<file path="src/rtl/fifo_arb_pkg.sv">
// rtl/fifo_arb_pkg.sv - shared types, widths and helpers for the fifo enqueue arbiter
package fifo_arb_pkg;

    typedef enum logic [1:0] {
        IDLE  = 2'd0,
        ISSUE = 2'd1,
        WAIT  = 2'd2
    } arb_state_t;

    // Width of the WAIT-cycle counter; comfortably covers any practical TIMEOUT.
    localparam int WCNT_W = 16;

    function automatic int clog2(input int v);
        int r;
        r = 0;
        for (int i = 0; i < 31; i++) begin
            if ((1 << i) < v) begin
                r = i + 1;
            end
        end
        return r;
    endfunction

endpackage

</file>
<file path="src/rtl/fifo_enque_arbiter_if.sv">
// rtl/fifo_enque_arbiter_if.sv - producer and fifo-side signals of the enqueue arbiter
interface fifo_enque_arbiter_if #(
    parameter int N = 4,
    parameter int W = 4
);
    logic [N-1:0]   req;
    logic [N*W-1:0] req_data;
    logic [N-1:0]   ack;
    logic           enque;
    logic [W-1:0]   enque_data;
    logic           enqued;
    logic           is_full;
    logic           busy;
    logic           timeout_err;

    modport slave (
        input  req, req_data, enqued, is_full,
        output ack, enque, enque_data, busy, timeout_err
    );

    modport master (
        output req, req_data, enqued, is_full,
        input  ack, enque, enque_data, busy, timeout_err
    );
endinterface

</file>
<file path="src/rtl/fifo_rr_pick.sv">
// rtl/fifo_rr_pick.sv - combinational round-robin winner selection starting at ptr
module fifo_rr_pick
    import fifo_arb_pkg::*;
#(
    parameter int N  = 4,
    parameter int PW = 2
) (
    input  logic [N-1:0]  req,
    input  logic [PW-1:0] ptr,
    output logic [PW-1:0] winner,
    output logic          any
);

    logic [N-1:0]  rot;
    logic [PW:0]   rsum;
    logic [PW:0]   usum;
    logic [PW-1:0] off;

    // Rotate so ptr lands at bit 0, take the lowest set bit, then map back.
    // Wrapping is done by comparing against N so non-power-of-2 N works.
    always_comb begin
        rot    = '0;
        rsum   = '0;
        usum   = '0;
        off    = '0;
        any    = 1'b0;
        winner = '0;
        for (int k = 0; k < N; k++) begin
            rsum = {1'b0, ptr} + (PW+1)'(k);
            if (rsum >= (PW+1)'(N)) begin
                rsum = rsum - (PW+1)'(N);
            end
            rot[k] = req[rsum[PW-1:0]];
        end
        for (int k = N - 1; k >= 0; k--) begin
            if (rot[k]) begin
                off = PW'(k);
                any = 1'b1;
            end
        end
        usum = {1'b0, ptr} + {1'b0, off};
        if (usum >= (PW+1)'(N)) begin
            usum = usum - (PW+1)'(N);
        end
        winner = usum[PW-1:0];
    end

endmodule

</file>
<file path="src/rtl/fifo_enque_arbiter.sv">
// rtl/fifo_enque_arbiter.sv - round-robin sharing of one fifo enqueue port among N producers
module fifo_enque_arbiter
    import fifo_arb_pkg::*;
#(
    parameter int N       = 4,
    parameter int W       = 4,
    parameter int TIMEOUT = 8
) (
    input  logic                 clock,
    input  logic                 reset,
    fifo_enque_arbiter_if.slave  bus
);

    localparam int PW = (N > 1) ? clog2(N) : 1;

    arb_state_t       state;
    logic [PW-1:0]    ptr;
    logic [PW-1:0]    sel;
    logic [PW-1:0]    winner;
    logic [PW-1:0]    next_ptr;
    logic             any;
    logic [WCNT_W-1:0] wcnt;
    logic [W-1:0]     win_data;

    fifo_rr_pick #(
        .N  (N),
        .PW (PW)
    ) u_pick (
        .req    (bus.req),
        .ptr    (ptr),
        .winner (winner),
        .any    (any)
    );

    // Data word of the current round-robin winner.
    always_comb begin
        win_data = '0;
        for (int i = 0; i < N; i++) begin
            if (winner == PW'(i)) begin
                win_data = bus.req_data[i*W +: W];
            end
        end
    end

    // Pointer moves just past the producer being retired, wrapping at N-1.
    assign next_ptr = (sel == PW'(N - 1)) ? '0 : sel + PW'(1);

    // Grant / issue / wait sequencer; every output is a register.
    always_ff @(posedge clock) begin
        if (reset) begin
            state           <= IDLE;
            ptr             <= '0;
            sel             <= '0;
            wcnt            <= '0;
            bus.enque       <= 1'b0;
            bus.enque_data  <= '0;
            bus.ack         <= '0;
            bus.busy        <= 1'b0;
            bus.timeout_err <= 1'b0;
        end else begin
            bus.ack <= '0;
            case (state)
                IDLE: begin
                    if (any && !bus.is_full) begin
                        sel            <= winner;
                        bus.enque_data <= win_data;
                        bus.enque      <= 1'b1;
                        bus.busy       <= 1'b1;
                        state          <= ISSUE;
                    end
                end
                ISSUE: begin
                    bus.enque <= 1'b0;
                    wcnt      <= '0;
                    state     <= WAIT;
                end
                WAIT: begin
                    if (bus.enqued) begin
                        bus.ack[sel] <= 1'b1;
                        ptr          <= next_ptr;
                        bus.busy     <= 1'b0;
                        state        <= IDLE;
                    end else if (wcnt == WCNT_W'(TIMEOUT - 1)) begin
                        bus.timeout_err <= 1'b1;
                        ptr             <= next_ptr;
                        bus.busy        <= 1'b0;
                        state           <= IDLE;
                    end else begin
                        wcnt <= wcnt + WCNT_W'(1);
                    end
                end
                default: begin
                    bus.enque <= 1'b0;
                    bus.busy  <= 1'b0;
                    state     <= IDLE;
                end
            endcase
        end
    end

endmodule
</file>
<file path="src/flat_wrapper.sv">
// flat-port wrapper written by rule: the top's interface ports become plain ports
module fifo_enque_arbiter_flat import fifo_arb_pkg::*;
#(
    parameter int N       = 4,
    parameter int W       = 4,
    parameter int TIMEOUT = 8
)
  (clock, reset, bus_req, bus_req_data, bus_enqued, bus_is_full, bus_ack, bus_enque, bus_enque_data, bus_busy, bus_timeout_err);
  fifo_enque_arbiter_if #(.N(N), .W(W)) bus_i ();
  input  logic clock;
  input  logic reset;
  input wire logic [$bits(bus_i.req)-1:0] bus_req;
  input wire logic [$bits(bus_i.req_data)-1:0] bus_req_data;
  input wire logic [$bits(bus_i.enqued)-1:0] bus_enqued;
  input wire logic [$bits(bus_i.is_full)-1:0] bus_is_full;
  output wire logic [$bits(bus_i.ack)-1:0] bus_ack;
  output wire logic [$bits(bus_i.enque)-1:0] bus_enque;
  output wire logic [$bits(bus_i.enque_data)-1:0] bus_enque_data;
  output wire logic [$bits(bus_i.busy)-1:0] bus_busy;
  output wire logic [$bits(bus_i.timeout_err)-1:0] bus_timeout_err;
  assign bus_i.req = bus_req;
  assign bus_i.req_data = bus_req_data;
  assign bus_i.enqued = bus_enqued;
  assign bus_i.is_full = bus_is_full;
  assign bus_ack = bus_i.ack;
  assign bus_enque = bus_i.enque;
  assign bus_enque_data = bus_i.enque_data;
  assign bus_busy = bus_i.busy;
  assign bus_timeout_err = bus_i.timeout_err;
  fifo_enque_arbiter #(.N(N), .W(W), .TIMEOUT(TIMEOUT)) u_core (.clock(clock), .reset(reset), .bus(bus_i));
endmodule
</file>
<file path="config.mk">
export PLATFORM = sky130hd
export DESIGN_NAME = fifo_enque_arbiter_flat
export DESIGN_NICKNAME = d
export VERILOG_FILES = /design/src/rtl/fifo_arb_pkg.sv /design/src/rtl/fifo_enque_arbiter_if.sv /design/src/rtl/fifo_rr_pick.sv /design/src/rtl/fifo_enque_arbiter.sv /design/src/flat_wrapper.sv
export SDC_FILE = /design/constraint.sdc
export NUM_CORES = 1
export LEC_CHECK = 0
export ABC_AREA = 1
export CAP_MARGIN = 10
export CORE_MARGIN = 10
export CORE_UTILIZATION = 45
export DETAILED_ROUTE_END_ITERATION = 8
export GPL_ROUTABILITY_DRIVEN = 0
export HOLD_SLACK_MARGIN = 0.03
export PLACE_DENSITY = 0.81
export SYNTH_ARGS = -nofsm -noshare
export SYNTH_HDL_FRONTEND = slang
export SYNTH_HIERARCHICAL = 1
export SYNTH_SLANG_ARGS = --single-unit
</file>
<file path="constraint.sdc">
create_clock -name clock -period 2 [get_ports clock]
set_input_delay 0.4 -clock clock [delete_from_list [all_inputs] [get_ports clock]]
set_output_delay 0.4 -clock clock [all_outputs]
set_load 0.01 [all_outputs]
</file>
==> results of run 1 <==
-- cell usage after synthesis --
| library cell | instances | share of area [%] |
|---|---|---|
| nand2_1 | 96 | 18 |
| nor2_1 | 50 | 9.2 |
| inv_1 | 40 | 7.4 |
| dfxtp_1 | 33 | 32 |
| nand3_1 | 31 | 7.6 |
| a21oi_1 | 22 | 5.4 |
| o21ai_0 | 18 | 4.4 |
| ha_1 | 6 | 3.7 |
| nand2_2 | 6 | 1.8 |
| a31oi_1 | 4 | 1.2 |
| clkbuf_1 | 4 | 0.74 |
| nand4_1 | 4 | 1.2 |
| buf_6 | 3 | 1.7 |
| inv_2 | 2 | 0.37 |
| nor2_2 | 2 | 0.62 |
| nor2_4 | 2 | 1.1 |
| nor3_1 | 2 | 0.49 |
| buf_4 | 1 | 0.37 |
| inv_4 | 1 | 0.31 |
| nand2_4 | 1 | 0.55 |
| o21a_1 | 1 | 0.37 |
| o21ai_1 | 1 | 0.25 |
| xnor2_1 | 1 | 0.43 |
| xor2_1 | 1 | 0.43 |
-- flip-flops by register name, summed over array words and instances (netlist names), 2 cells and up --
register and count:
u_core/bus.ack 4, u_core/bus.enque_data 4, u_core/ptr 2, u_core/sel 2, u_core/state 2, u_core/wcnt 16
-- area by class of cell --
class | instances | area (sq um)
inverters | 43 | 166
flip-flops and latches | 33 | 666
clock inverters | 2 | 35.0
well taps | 52 | 65.1
clock buffers | 5 | 68.8
repair buffers | 60 | 546
multi-input cells | 248 | 1260
fillers | 370 | 1540
-- what timing repair did --
item | in CTS | in global routing
gates cloned | 0 | 0
pin swaps | 10 | 10
setup endpoints to repair | 5 | 9
buffers inserted | 2 | 2
resized for setup | 17 | 27
hold endpoints to repair | 0 | 0
-- metal layers --
layer | track usage [%] | wire length (um)
met5 | 0 | 0
met4 | 5.65 | 88
met3 | 3.46 | 411
met2 | 24.3 | 2920
met1 | 18.3 | 2510
-- worst max-delay path by stage --
stage	end	slack [ns]
floorplan	u_core/bus.enque_data[0]$_SDFFE_PP0P_	-0.04
global placement	u_core/bus.enque_data[3]$_SDFFE_PP0P_	-0.65
detailed placement	u_core/bus.enque_data[2]$_SDFFE_PP0P_	-0.68
CTS	u_core/bus.enque_data[2]$_SDFFE_PP0P_	-0.1
global route	u_core/bus.enque_data[2]$_SDFFE_PP0P_	-0.34
finish	u_core/bus.enque_data[2]$_SDFFE_PP0P_	-0.25
-- cell usage in the layout (no fill, tap or decap), drive strengths merged --
cell type,count
nor3,2
xor2,1
buf,26
dlygate4sd2,4
ha,6
clkdlybuf4s50,30
dfxtp,33
o21a,1
xnor2,1
bufinv,1
clkinv,1
o21ai,19
nor2,54
nand3,31
a31oi,4
clkbuf,5
a21oi,22
nand4,4
nand2,103
inv,43
-- where the power goes --
group / internal, uW / total [uW] / switching, uW
combinational: 218 / 469 / 251
clock: 362 / 595 / 233
sequential: 683 / 701 / 18.5
total: 1260 / 1770 / 503
-- metrics by stage --
step | instances | area [sq um] | hold WS, ns | util (%)
finish | 443 | 2810 | 0.476 | 64.5
global route | 443 | 2810 | 0.502 | 64.5
CTS | 441 | 2710 | 0.472 | 62.3
detailed placement | 432 | 2570 | 0.462 | 58.9
global placement | 432 | 2570 | 0.462 | 58.9
floorplan | 332 | 2060 | 0.450 | -
-- worst max-delay path, stage by stage (launching register included) --
cell and delay (ns):
dfxtp_4 0.40, buf_6 0.14, nand2_2 0.05, nand2_2 0.08, nand2_2 0.06, nand2_2 0.08
inv_2 0.04, a21oi_2 0.13, ha_2 0.20, xor2_2 0.18, inv_1 0.09, nand3_2 0.09
nand2_4 0.08, buf_6 0.13, nor2_4 0.08, nand2_1 0.08, nand3_2 0.07, o21ai_1 0.07
a21oi_1 0.14
-- cells by family after synthesis --
group           count (synthesis)  share of synthesized area (%)
buf+inv                        51                           10.8
flops                          33                           32.5
simple gates                  194                           40.4
xor+xnor                        2                          0.862
fa+ha+maj                       6                           3.69
compound gates                 46                           11.7
==> impl_metrics.json, run 1 <==
{
  "fin_skew_ns": 0.00828,
  "place_ws_ns": -0.682,
  "cts-buffers-inserted": 5,
  "grt_use_total_pct": 14.8,
  "syn_inst": 332,
  "timing.slew.headroom_pct": 77.6,
  "via_count": 2260,
  "grt_max_degree": 12,
  "fp-row-count": 24,
  "boundaryPins": 35,
  "syn-cell-area_sq_um": 2030,
  "ir_drop_v": 0.000497,
  "insertion_delay_ns": 0.28,
  "hold_path_end": "u_core/bus.enque$_SDFFE_PP0P_",
  "ys_seq_area_share_pct": 32.5,
  "worstHoldStart": "u_core/bus.enque$_SDFFE_PP0P_",
  "tns_ns": -0.956,
  "core-area_sq_um": 4350,
  "final_nets": 421,
  "hpwl_um": 4190,
  "antennaDiodeCount": 0,
  "vias_per_cell": 5.10,
  "first_global_vias": 2118,
  "cts_hold_buf": 0,
  "setup_viol": 5,
  "min_period_ns": 2.25,
  "drt_wl_total_um": 5940,
  "syn-num-nets": 362,
  "ys_ff_latch": 33,
  "area_delta_synth_final_pct": 38.2,
  "r2r_start": "u_core/ptr[0]$_SDFFE_PP0P_",
  "cts-root-buf": "clkbuf_8",
  "cts_sinks": 33,
  "rsz0062_at_grt": "yes",
  "finalPower_uw": 1770,
  "p_leak_uw": 0.00124,
  "hold_class": "reg -> reg",
  "synth_area_per_cell_sq_um": 6.12,
  "cp-startpoint": "u_core/ptr[0]$_SDFFE_PP0P_",
  "fmax_ghz": 0.444,
  "cp-end-kind": "flop",
  "r2r_cells": 18,
  "ys_types": 24,
  "start_util_pct": 46.7,
  "wire_per_inst_um": 13.4,
  "holdPathStages": 2,
  "dr.first_iter.drc_count": 132,
  "yosysWarnings": 6,
  "clk_pin_slew_ns": 0.06,
  "hold_viol": 0,
  "violations": "setup timing",
  "cp_max_fo": 6,
  "die_area_sq_um": 7610,
  "finalMaxSlewViolations": 0,
  "grt_pass1_wl_um": 9320,
  "cap_viol_max_count": 0,
  "finalCritPeriodShare_pct": 113,
  "tightest_slew_ns": 0.336,
  "cp.arrival_ns": 2.46,
  "status": "complete, but fails checks",
  "die_h_um": 87.2,
  "first_pass_iters": 4,
  "die_x_um": 87.2,
  "cts_tree": "done",
  "r2r_end": "u_core/bus.enque_data[2]$_SDFFE_PP0P_",
  "r2r_slack_ns": -0.25,
  "critPathRequiredTime_ns": 2.21,
  "powerDensity_nw_per_um2": 628,
  "overflow": 0,
  "start_kind": "flop",
  "antenna_found_initial": 0,
  "ctsHtreeMaxLevel": 2,
  "drive_above_1_share_pct": 20.5,
  "cts_max_path_buffers": 2,
  "drcViolationCount": 0,
  "setup.worst_path.class": "reg -> reg",
  "ant_nets": 0,
  "io_buffer_count": 34,
  "fin_ws_ns": -0.251
}
Power figures use the tool's default switching activity.
==> run 2: changes to the inputs <==
Settings changed: CELL_PAD_IN_SITES_DETAIL_PLACEMENT set to 0, CELL_PAD_IN_SITES_GLOBAL_PLACEMENT set to 1, CORE_UTILIZATION 45 to 33, PLACE_DENSITY 0.81 to 0.85.
==> run 2 against run 1 <==
  * Combinational power decreased by 11%
  * Clock skew is 0.0032 ns lower
  * Worst hold slack got worse by 0.0077 ns
  * The flow still finishes with violations (setup timing)
  * Sequential share of layout area shrank 0.10 points
  * Global-route usage shrank 3.7 points
  * Count of clock-buffer cells in the layout unchanged
  * Die area is 28% higher
  * Sequential cell count did not move
  * Setup slack improved by 0.085 ns
==> impl_metrics.json, run 2 (synthesis results as in run 1) <==
{
  "cts_sinks": 33,
  "cts_hold_buf": 0,
  "cap_viol_max_count": 0,
  "fin_skew_ns": 0.00504,
  "dr.first_iter.drc_count": 84,
  "critPathRequiredTime_ns": 2.18,
  "setup_viol": 5,
  "start_kind": "flop",
  "setup.worst_path.class": "reg -> reg",
  "fin_ws_ns": -0.166,
  "drt_wl_total_um": 5440,
  "start_util_pct": 34.1,
  "area_delta_synth_final_pct": 38.8,
  "p_leak_uw": 0.00125,
  "powerDensity_nw_per_um2": 666,
  "status": "complete, but fails checks",
  "tightest_slew_ns": 0.554,
  "clk_pin_slew_ns": 0.08,
  "cp.arrival_ns": 2.34,
  "layout_common_cells": "nand2_1 (88), nor2_1 (48), inv_1 (38), dfxtp_1 (31), clkdlybuf4s50_1 (30)",
  "die_h_um": 98.5,
  "place_ws_ns": -0.621,
  "core-area_sq_um": 5960,
  "cts-buffers-inserted": 5,
  "violations": "setup timing",
  "hold_class": "reg -> reg",
  "cts_tree": "done",
  "register_area_sq_um": 666,
  "finalMaxSlewViolations": 0,
  "final_common_cell": "nand2_1",
  "first_pass_iters": 4,
  "dpl.cell_count": 456,
  "hpwl_um": 4100,
  "multi_input_area_sq_um": 1230,
  "timing.slew.headroom_pct": 63.0,
  "finalPower_uw": 1880,
  "cts-root-buf": "clkbuf_8",
  "first_global_vias": 2098,
  "overflow": 0,
  "final_nets": 420,
  "grt_max_degree": 16,
  "insertion_delay_ns": 0.28,
  "cp_max_fo": 6,
  "grt_use_total_pct": 11.2,
  "die_area_sq_um": 9700,
  "via_count": 2219,
  "reg_top3": "u_core/wcnt: 16 flops, u_core/bus.ack: 4 flops, u_core/bus.enque_data: 4 flops",
  "cp-end-kind": "flop",
  "rsz0062_at_grt": "yes",
  "antennaDiodeCount": 0,
  "vias_per_cell": 4.76,
  "grt_pass1_wl_um": 9410,
  "ant_nets": 0,
  "finalCritPeriodShare_pct": 108,
  "fmax_ghz": 0.462,
  "io_buffer_count": 34,
  "ir_drop_v": 0.000293,
  "utilization_pct": 47.4,
  "final_cells": 466,
  "drcViolationCount": 0,
  "hold_viol": 0,
  "antenna_found_initial": 0,
  "ctsHtreeMaxLevel": 2,
  "cts_max_path_buffers": 2,
  "fp-row-count": 28,
  "drive_above_1_share_pct": 17.6,
  "min_period_ns": 2.17,
  "fillers": 637,
  "largest_reg_flops": 16,
  "top_register": "u_core/wcnt",
  "boundaryPins": 35,
  "die_x_um": 98.5,
  "wire_per_inst_um": 11.7
}
-- run 2: cell count changes in the layout (fill, tap and decap cells not counted), moves of 2 or more --
cell | previous run | this run
a21oi_1 | 18 | 21
a21oi_2 | 4 | 1
inv_1 | 35 | 38
inv_2 | 7 | 4
buf_6 | 4 | 2
nand3_1 | 27 | 29
nand3_2 | 4 | 2
o21ai_1 | 2 | 4
o21ai_2 | 5 | 3
-- run 2: metrics by stage --
| step | hold WS [ns] | area, sq um | setup TNS [ns] |
|---|---|---|---|
| 2_1_floorplan | 0.450 | 2060 | -0.112 |
| 4_1_cts | 0.469 | 2760 | -0.351 |
| 5_1_grt | 0.504 | 2820 | -1.49 |
| 3_3_place_gp | 0.450 | 2600 | -3.47 |
| 3_5_place_dp | 0.457 | 2600 | -3.66 |
| 6_report | 0.468 | 2820 | -0.621 |
-- run 2: power breakdown --
| group | total [uW] | switching [uW] | leakage (uW) | internal [uW] |
|---|---|---|---|---|
| combinational | 418 | 216 | 0.000913 | 201 |
| sequential | 700 | 18.1 | 0.000269 | 682 |
| clock | 763 | 267 | 0.0000681 | 495 |
-- run 2: final cells by class --
class	instances	share of cell area [%]
Clock buffer	5	2.44
Clock inverter	3	2.30
Inverter	43	5.90
Multi-Input combinational cell	248	43.7
Sequential cell	33	23.6
Tap cell	75	3.32
Timing Repair Buffer	59	18.8
-- run 2: worst max-delay path, cell delays in order (launching register included) --
cell and delay, ns:
dfxtp_4 0.40, buf_6 0.13, nand2_4 0.05, nand2_2 0.06, nand2_2 0.05, nand2_2 0.07
nand3_2 0.08, a21oi_2 0.15, ha_2 0.20, xor2_2 0.14, nand2_1 0.11, nand2_4 0.11
buf_6 0.13, nor2_4 0.04, nand2_1 0.05, nand2_1 0.04, a31oi_1 0.16, a21oi_1 0.08
-- run 2: repair_timing --
action                                  CTS  global route
hold endpoints to repair                  0             0
cloned                                    0             0
endpoints found under the setup margin    5             5
buffers inserted                          0             2
pin swaps                                11            15
gates resized for setup                  17            14
-- run 2: per-layer routing --
layer / vias up / wire length (um) / track usage, %
met1: 1006 / 2600 / 14.1
met5: - / 0 / 0
li1: 1168 / - / -
met4: 0 / 31 / 2.09
met3: 4 / 264 / 2.93
met2: 41 / 2550 / 18.7
-- run 2: final timing paths --
check	cells past startpoint	from	slack (ns)	to
setup / recovery	17	u_core/ptr[0]$_SDFFE_PP0P_	-0.17	u_core/bus.enque_data[1]$_SDFFE_PP0P_
hold / removal	1	u_core/bus.timeout_err$_SDFFE_PP0P_	0.47	u_core/bus.timeout_err$_SDFFE_PP0P_
setup reg to reg	17	u_core/ptr[0]$_SDFFE_PP0P_	-0.17	u_core/bus.enque_data[1]$_SDFFE_PP0P_
hold reg to reg	1	u_core/bus.timeout_err$_SDFFE_PP0P_	0.47	u_core/bus.timeout_err$_SDFFE_PP0P_
